**config.mk**
```make
export PLATFORM = sky130hd
export DESIGN_NAME = instr_mem_loader
export DESIGN_NICKNAME = d
export VERILOG_FILES = /design/src/rtl/instr_mem_loader_pkg.sv /design/src/rtl/instr_mem_loader_byte_packer.sv /design/src/rtl/instr_mem_loader.sv
export SDC_FILE = /design/constraint.sdc
export NUM_CORES = 1
export LEC_CHECK = 0
export CORE_MARGIN = 2
export CORE_UTILIZATION = 52
export CTS_BUF_LIST = sky130_fd_sc_hd__clkbuf_4
export DETAILED_ROUTE_END_ITERATION = 10
export GPL_ROUTABILITY_DRIVEN = 0
export PLACE_DENSITY = 0.82
export SLEW_MARGIN = 20
export SYNTH_ARGS = -nofsm -noshare
export SYNTH_HDL_FRONTEND = slang
export SYNTH_SLANG_ARGS = --single-unit
```
**constraint.sdc**
```tcl
create_clock -name clk -period 3 [get_ports clk]
set_input_delay 0.6 -clock clk [delete_from_list [all_inputs] [get_ports clk]]
set_output_delay 0.6 -clock clk [all_outputs]
set_load 0.005 [all_outputs]
```
**src/rtl/instr_mem_loader_pkg.sv**
```systemverilog
// Shared widths for the instruction-memory loader.
// WORD and INSTR_LEN fall back to 32 bits when the shared constants header has not defined them.
`ifndef WORD
`define WORD 32
`endif
`ifndef INSTR_LEN
`define INSTR_LEN 32
`endif

package instr_mem_loader_pkg;
  localparam int WORD_W          = `WORD;
  localparam int INSTR_W         = `INSTR_LEN;
  localparam int BYTE_W          = 8;
  localparam int BYTES_PER_INSTR = INSTR_W / BYTE_W;
  localparam int LANE_IDX_W      = $clog2(BYTES_PER_INSTR);
  localparam int CNT_W           = 16;

  // A session length is legal when it is non-zero and fits the memory.
  function automatic logic word_count_ok(input logic [CNT_W-1:0] wc, input int max_words);
    logic [CNT_W:0] max_ext;
    max_ext = (CNT_W+1)'(max_words);
    return (wc != '0) && ({1'b0, wc} <= max_ext);
  endfunction
endpackage

```
**src/rtl/instr_mem_loader_byte_packer.sv**
```systemverilog
// Assembles one instruction from a little-endian byte stream: byte k lands in lane k.
// last is high while the next load completes the word.
module byte_packer
  import instr_mem_loader_pkg::*;
(
  input  logic               clk,
  input  logic               rst,
  input  logic               clr,
  input  logic               load,
  input  logic [BYTE_W-1:0]  byte_in,
  output logic [INSTR_W-1:0] word,
  output logic               last
);

  logic [LANE_IDX_W-1:0] count_reg;
  logic [BYTE_W-1:0]     lane_reg [BYTES_PER_INSTR];

  always_ff @(posedge clk or posedge rst) begin
    if (rst) begin
      count_reg <= '0;
    end else if (clr) begin
      count_reg <= '0;
    end else if (load) begin
      count_reg <= count_reg + 1'b1;
    end
  end

  genvar gi;
  generate
    for (gi = 0; gi < BYTES_PER_INSTR; gi++) begin : g_lane
      always_ff @(posedge clk or posedge rst) begin
        if (rst) begin
          lane_reg[gi] <= '0;
        end else if (clr) begin
          lane_reg[gi] <= '0;
        end else if (load && (count_reg == LANE_IDX_W'(gi))) begin
          lane_reg[gi] <= byte_in;
        end
      end
      assign word[BYTE_W*gi +: BYTE_W] = lane_reg[gi];
    end
  endgenerate

  assign last = (count_reg == LANE_IDX_W'(BYTES_PER_INSTR - 1));

endmodule

```
**src/rtl/instr_mem_loader.sv**
```systemverilog
// Loads a program from a byte stream into instruction memory while holding the CPU fetch stage.
// Session: COLLECT four bytes, WRITE the word, repeat; RELEASE pulses done and frees the CPU.
module instr_mem_loader
  import instr_mem_loader_pkg::*;
#(
  parameter int ADDR_BASE = 0,
  parameter int MAX_WORDS = 256
) (
  input  logic               clk,
  input  logic               reset,
  input  logic               start,
  input  logic [CNT_W-1:0]   word_count,
  input  logic               byte_valid,
  input  logic [BYTE_W-1:0]  byte_data,
  output logic               byte_ready,
  output logic               wr_en,
  output logic [WORD_W-1:0]  wr_addr,
  output logic [INSTR_W-1:0] wr_data,
  output logic               cpu_hold,
  output logic               busy,
  output logic               done,
  output logic               error
);

  typedef enum logic [1:0] {
    IDLE    = 2'd0,
    COLLECT = 2'd1,
    WRITE   = 2'd2,
    RELEASE = 2'd3
  } state_t;

  localparam logic [WORD_W-1:0] BASE = WORD_W'(ADDR_BASE);

  state_t           state_reg, state_next;
  logic [CNT_W-1:0] count_reg, count_next;
  logic [CNT_W-1:0] index_reg, index_next;
  logic             error_reg, error_next;

  logic               pk_clr;
  logic               pk_load;
  logic               pk_last;
  logic [INSTR_W-1:0] pk_word;

  byte_packer u_packer (
    .clk     (clk),
    .rst     (reset),
    .clr     (pk_clr),
    .load    (pk_load),
    .byte_in (byte_data),
    .word    (pk_word),
    .last    (pk_last)
  );

  always_ff @(posedge clk or posedge reset) begin
    if (reset) begin
      state_reg <= IDLE;
      count_reg <= '0;
      index_reg <= '0;
      error_reg <= 1'b0;
    end else begin
      state_reg <= state_next;
      count_reg <= count_next;
      index_reg <= index_next;
      error_reg <= error_next;
    end
  end

  always_comb begin
    state_next = state_reg;
    count_next = count_reg;
    index_next = index_reg;
    error_next = 1'b0;
    pk_clr     = 1'b0;
    pk_load    = 1'b0;
    byte_ready = 1'b0;
    wr_en      = 1'b0;
    wr_addr    = '0;
    wr_data    = '0;
    done       = 1'b0;

    unique case (state_reg)
      IDLE: begin
        if (start) begin
          if (word_count_ok(word_count, MAX_WORDS)) begin
            state_next = COLLECT;
            count_next = word_count;
            index_next = '0;
            pk_clr     = 1'b1;
          end else begin
            error_next = 1'b1;
          end
        end
      end
      COLLECT: begin
        byte_ready = 1'b1;
        pk_load    = byte_valid;
        if (byte_valid && pk_last) begin
          state_next = WRITE;
        end
      end
      WRITE: begin
        wr_en   = 1'b1;
        wr_addr = BASE + WORD_W'({index_reg, 2'b00});
        wr_data = pk_word;
        pk_clr  = 1'b1;
        if (index_reg == count_reg - 1'b1) begin
          state_next = RELEASE;
        end else begin
          index_next = index_reg + 1'b1;
          state_next = COLLECT;
        end
      end
      RELEASE: begin
        done       = 1'b1;
        state_next = IDLE;
      end
      default: state_next = IDLE;
    endcase
  end

  // The fetch stage stays in reset for the whole session, so hold tracks busy exactly.
  assign busy     = (state_reg != IDLE);
  assign cpu_hold = busy;
  assign error    = error_reg;

endmodule

```
Word level (Yosys, flattened, before mapping)
Index checks and enable logic that the tools add are counted.
{"block": "word_totals", "regBits": 69, "in_bits": 28, "output_inout_bits": 70}
{"block": "op_classes", "n_addsub": 3, "n_lt_le_gt_ge": 1, "n_eq_ne": 11, "n_mux": 31, "n_reduce_logical": 19}
{"op": "two-way mux 8 bit", "n": 8}
{"op": "two-way mux 16 bit", "n": 3}
{"op": "two-way mux 32 bit", "n": 1}
{"op": "one-hot mux 16 bit (2 select lines)", "n": 1}
{"op": "two-way mux 18 bit", "n": 1}
{"op": "adder 16 x 1 -> 16 bit (second input constant)", "n": 1}
{"op": "== test 16 bit", "n": 1}
{"op": "<= comparator 16 x 9 -> 1 bit (second input constant)", "n": 1}
{"op": "nonzero test 16 bit", "n": 1}
{"op": "subtractor 16 x 1 -> 16 bit (second input constant)", "n": 1}
{"op": "nonzero test 2 bit", "n": 7}
{"op": "two-way mux 2 bit", "n": 6}
{"op": "two-way mux 1 bit", "n": 9}
{"op": "== test 2 bit (second input constant)", "n": 4}
{"op": "inequality test 2 bit (second input constant)", "n": 4}
{"op": "one-hot mux 2 bit (4 select lines)", "n": 1}
{"op": "logical AND 1 bit", "n": 6}
{"op": "AND reduction 3 bit", "n": 2}
{"op": "== test 2 x 1 -> 1 bit (second input constant)", "n": 2}
{"op": "zero test 2 bit", "n": 2}
{"op": "AND reduction 4 bit", "n": 1}
{"op": "adder 2 x 1 -> 2 bit (second input constant)", "n": 1}
{"op": "one-hot mux 1 bit (2 select lines)", "n": 1}

Longest topological paths before layout
{"block": "depth", "word_depth": 6, "mapped_depth": 11}

Hierarchy
From an unflattened synthesis, not the netlist that was laid out.
{"block": "unflattened", "hier_cells": 443, "area_unflattened_um2": 4151.5}
{"mod": "instr_mem_loader", "instances": 1, "cells_each": 315, "area_each_um2": 2572.5, "seq_area_each_um2": 875.8}
{"mod": "byte_packer", "instances": 1, "cells_each": 128, "area_each_um2": 1579.0, "seq_area_each_um2": 850.8}

Least setup slack after synthesis
OpenSTA, ideal clock, no wires.
{"block": "synth_path", "kind": "register -> register", "from": "register count_reg[0]", "to": "register index_reg[3]", "setup_ns": 0.066, "t_arrival_ns": 2.583, "t_required_ns": 2.934, "slack_ns": 0.351, "stages_incl_launch_ff": 12, "synth_period_minus_slack_ns": 2.649, "path_cell_list": "dfrtp_1 buf_2 inv_1 ha_1 or4b_4 o41ai_2 a21oi_1 o31ai_4 nor4_4 buf_6 or4_1 nand2_1"}
{"block": "synth_between", "elab_chain_cells": 4}
{"element": "start, declared", "line": "instr_mem_loader.sv:35", "source": "logic [CNT_W-1:0] count_reg, count_next;"}
{"element": "start signal, assigned", "line": "instr_mem_loader.sv:62", "source": "count_reg <= count_next;"}
{"element": "subtractor 16 x 1 -> 16 bit", "line": "instr_mem_loader.sv:106", "source": "if (index_reg == count_reg - 1'b1) begin"}
{"element": "== test 16 bit", "line": "instr_mem_loader.sv:106"}
{"element": "inequality test 2 bit (no line)"}
{"element": "AND reduction 4 bit (no line)"}
{"element": "end signal, assigned", "line": "instr_mem_loader.sv:63", "source": "index_reg <= index_next;"}
{"element": "end, declared", "line": "instr_mem_loader.sv:36", "source": "logic [CNT_W-1:0] index_reg, index_next;"}
Every way passes these cells.
A chain may end at the register's enable or synchronous reset.

Final worst setup path
{"block": "layout_path", "from": "register count_reg[1]", "to": "register index_reg[8]"}
The elaborated chain is that of the path after synthesis.

==> impl_metrics.py <==
metrics = {
    "finish": {
        "drive_gt1_share_pct": 7.37,
        "final_util_pct": 67.3,
        "diodes": 0,
        "layoutNonFillerInstCount": 672,
        "finalNetCount": 599,
        "largest_register_ff_count": 32,
        "finalInstanceArea_sq_um": 5170,
        "synthToLayoutAreaGrowth_pct": 25.4,
    },
    "run": {
        "max-cap-violations": 0,
    },
    "pwr": {
        "p_clk_share_pct": 27.8,
        "seqPwrFrac_pct": 51.8,
        "leakage_nw": 2.27,
        "peakVddDrop_mv": 0.332,
        "switching_share_pct": 30.1,
        "intPower_w": 0.00169,
        "p_per_area_nw_per_um2": 468,
        "p_sw_w": 0.000729,
        "power_frac_comb_pct": 20.4,
    },
    "sta": {
        "worstMarginPinSlew_ns": 0.515,
        "timing.fmax_mhz": 351,
        "grt_setup_unrepaired": "false",
        "setup-violations-final": 0,
        "relSlewSlack_pct": 65.6,
        "period_minus_slack_ns": 2.85,
        "setup_ws_ns": 0.155,
        "final.setup_skew_ns": 0.0213,
        "hold_viol": 0,
        "tns_ns": 0,
        "drv_slew": 0,
        "fin_crit_sh_pct": 94.8,
    },
    "synthesis": {
        "synthFlopType": "dfrtp_1",
        "synth_edf_count": 0,
        "synth-seq-area-share_pct": 41.9,
        "synth-xor-area-share_pct": 3.82,
        "synth_adder_area_share_pct": 1.82,
        "synth_top_cell_area_share_pct": 41.9,
        "synth_compound_area_share_pct": 12.9,
        "synthTopCellsByArea": "dfrtp_1, nand2_1, and2_1",
        "synth_top_family_by_area": "simple AND/OR/NAND/NOR gates",
        "synth_cells": 486,
        "synth.largest_area_cell": "dfrtp_1",
        "synthSimpleGateAreaFrac_pct": 32.6,
        "ys_ff_latch": 69,
        "synth.yosys.warnings": 0,
        "syn_area_sq_um": 4120,
        "synth_cell_types": 56,
        "avgSynthCellArea_sq_um": 8.49,
        "yosys-mux-area-fraction_pct": 0.243,
        "async_flop_share_pct": 100,
    },
    "detailed_routing": {
        "wl_per_cell_microns": 15.5,
        "routed_wl_mm": 10.4,
        "drcViolationCount": 0,
        "drtAntennaViolNets": 0,
        "vias": 3731,
        "drt_iter0_markers": 238,
        "dr.pass1.iters": 5,
        "routed_via_density": 5.55,
    },
    "clock_network": {
        "clock_path_buffers": 2,
        "path_clk_slew_ns": 0.12,
        "cts_num_sinks": 69,
        "cts_tree": "built",
        "numCtsBuffers": 9,
        "clk-insertion-delay-late_ns": 0.41,
        "cts_resized": 0,
        "cts_root_buf": "clkbuf_4",
        "holdBufCountCts": 0,
        "cts_setup_buffers": 0,
        "htree_levels": 3,
    },
    "floorplan": {
        "die_area_sq_um": 8660,
        "num_io_pins": 98,
        "dieWidth_microns": 93.1,
        "die_h_microns": 93.1,
        "core_area_sq_um": 7690,
        "initial_core_util_pct": 53.6,
        "rows": 32,
    },
    "global_routing": {
        "grt_pass1_vias": 3709,
        "grt_pass1_wl_mm": 17.2,
        "grtUsageTotal_pct": 24.7,
        "antenna_found_initial": 0,
        "overflow": 0,
        "grt_max_degree": 70,
    },
    "critical_path": {
        "crit_required_ns": 3.32,
        "cp-start-kind": "flip-flop",
        "cp-end-kind": "flip-flop",
        "criticalPathCategory": "flip-flop to flip-flop",
        "crit_fanout": 17,
        "rrSetupSlack_ns": 0.15,
        "arrival_ns": 3.17,
    },
    "min_path": {
        "hold_class": "flip-flop to flip-flop",
    },
    "placed_design": {
        "port_buffers": 81,
        "hpwlAfterDp_mm": 7.39,
        "dp_slack_ns": 0.0162,
        "postPlaceCellArea_sq_um": 5000,
        "dp_cells": 656,
    },
    "run_status": {
        "run_status": "finished clean",
    },
}
==> cell families (layout without fill, tap and decap cells) <==
logic type | count (synthesis) | in the layout
and+or+nand+nor | 253 | 253
other | 1 | 16
buffers and inverters | 51 | 120
xor gates and xnor gates | 18 | 18
adders and majority gates | 6 | 6
muxes | 1 | 1
AOI/OAI and AO/OA | 87 | 87
DFF | 69 | 69
==> layout make-up <==
| cell class | count | area (sq um) |
|---|---|---|
| timing repair buffer | 96 | 940 |
| inverter | 8 | 30.0 |
| fill | 650 | 2510 |
| sequential | 69 | 1730 |
| multi-input combinational | 381 | 2190 |
| clock inverter | 7 | 90.1 |
| tap | 102 | 128 |
| clock buffer | 9 | 67.6 |
==> power by group through the flow <==
stage / sequential (W) / clock (W) / combinational, W
final: 0.00125 / 0.000673 / 0.000494
after CTS: 0.00125 / 0.000682 / 0.000496
after detailed placement: 0.00127 / 0 / 0.000495
after global placement: 0.00126 / 0 / 0.000466
after floorplan: 0.00123 / 0 / 0.000357
after global routing: 0.00128 / 0.000729 / 0.000571
==> synthesized netlist by cell type, drive strengths merged, types with 2 or more instances <==
master	instances
nand2	107
dfrtp	69
and2	57
a21oi	48
buf	27
o21ai	17
clkbuf	16
or3	13
xnor2	13
nand3	12
nor2	11
and3	8
inv	8
nand4	8
nor4	7
ha	6
nor2b	5
or4	5
xor2	5
nor3	4
o211ai	4
a21o	3
and4	3
nand2b	3
o31ai	3
a21boi	2
and3b	2
nand4b	2
nor4b	2
==> stage by stage <==
| stage | hold slack, ns | power, W |
|---|---|---|
| 2_1_floorplan | 0.475 | 0.00158 |
| 3_3_place_gp | 0.495 | 0.00172 |
| 3_5_place_dp | 0.510 | 0.00176 |
| 4_1_cts | 0.525 | 0.00243 |
| 5_1_grt | 0.543 | 0.00258 |
| 6_report | 0.524 | 0.00242 |
==> final timing paths <==
| kind | from | end | cells past startpoint |
|---|---|---|---|
| worst max-delay path | count_reg[1] | index_reg[8] | 10 |
| worst min-delay path | u_packer.word[26] | u_packer.word[26] | 2 |
| worst max register to register | count_reg[1] | index_reg[8] | 10 |
| worst min register to register | u_packer.word[26] | u_packer.word[26] | 2 |
| max in group asynchronous | reset | index_reg[6] | 3 |
| min in group asynchronous | reset | u_packer.word[11] | 3 |
==> layer usage <==
metal / global-route usage (%) / routed length (microns) / share of wire, % / vias up
met5: 0 / 0 / 0 / -
met4: 9.44 / 168 / 1.6 / 0
met3: 4.43 / 547 / 5.3 / 17
met2: 42.6 / 5270 / 51 / 114
met1: 30.8 / 4400 / 42 / 1819
li1: - / - / - / 1781
==> placed cells by master, fill, tap and decap left out, drive strengths merged, types with 7 or more instances in the layout <==
| cell type | n |
|---|---|
| or3 | 13 |
| inv | 8 |
| nand2 | 107 |
| nor4 | 7 |
| and3 | 8 |
| dfrtp | 69 |
| conb | 16 |
| o21ai | 17 |
| nor2 | 11 |
| and2 | 57 |
| a21oi | 48 |
| xnor2 | 13 |
| clkdlybuf4s50 | 81 |
| nand3 | 12 |
| buf | 15 |
| nand4 | 8 |
| clkbuf | 9 |
==> worst max-delay path, stage by stage (launching register included) <==
cell     delay (ns)
dfrtp_1        0.40
inv_1          0.07
ha_1           0.22
or4b_4         0.51
o41ai_2        0.20
a21oi_1        0.14
o31ai_4        0.32
nor4_4         0.06
buf_4          0.19
or4_1          0.50
a21oi_1        0.15
Note: power is estimated with default switching activity, not from simulation.
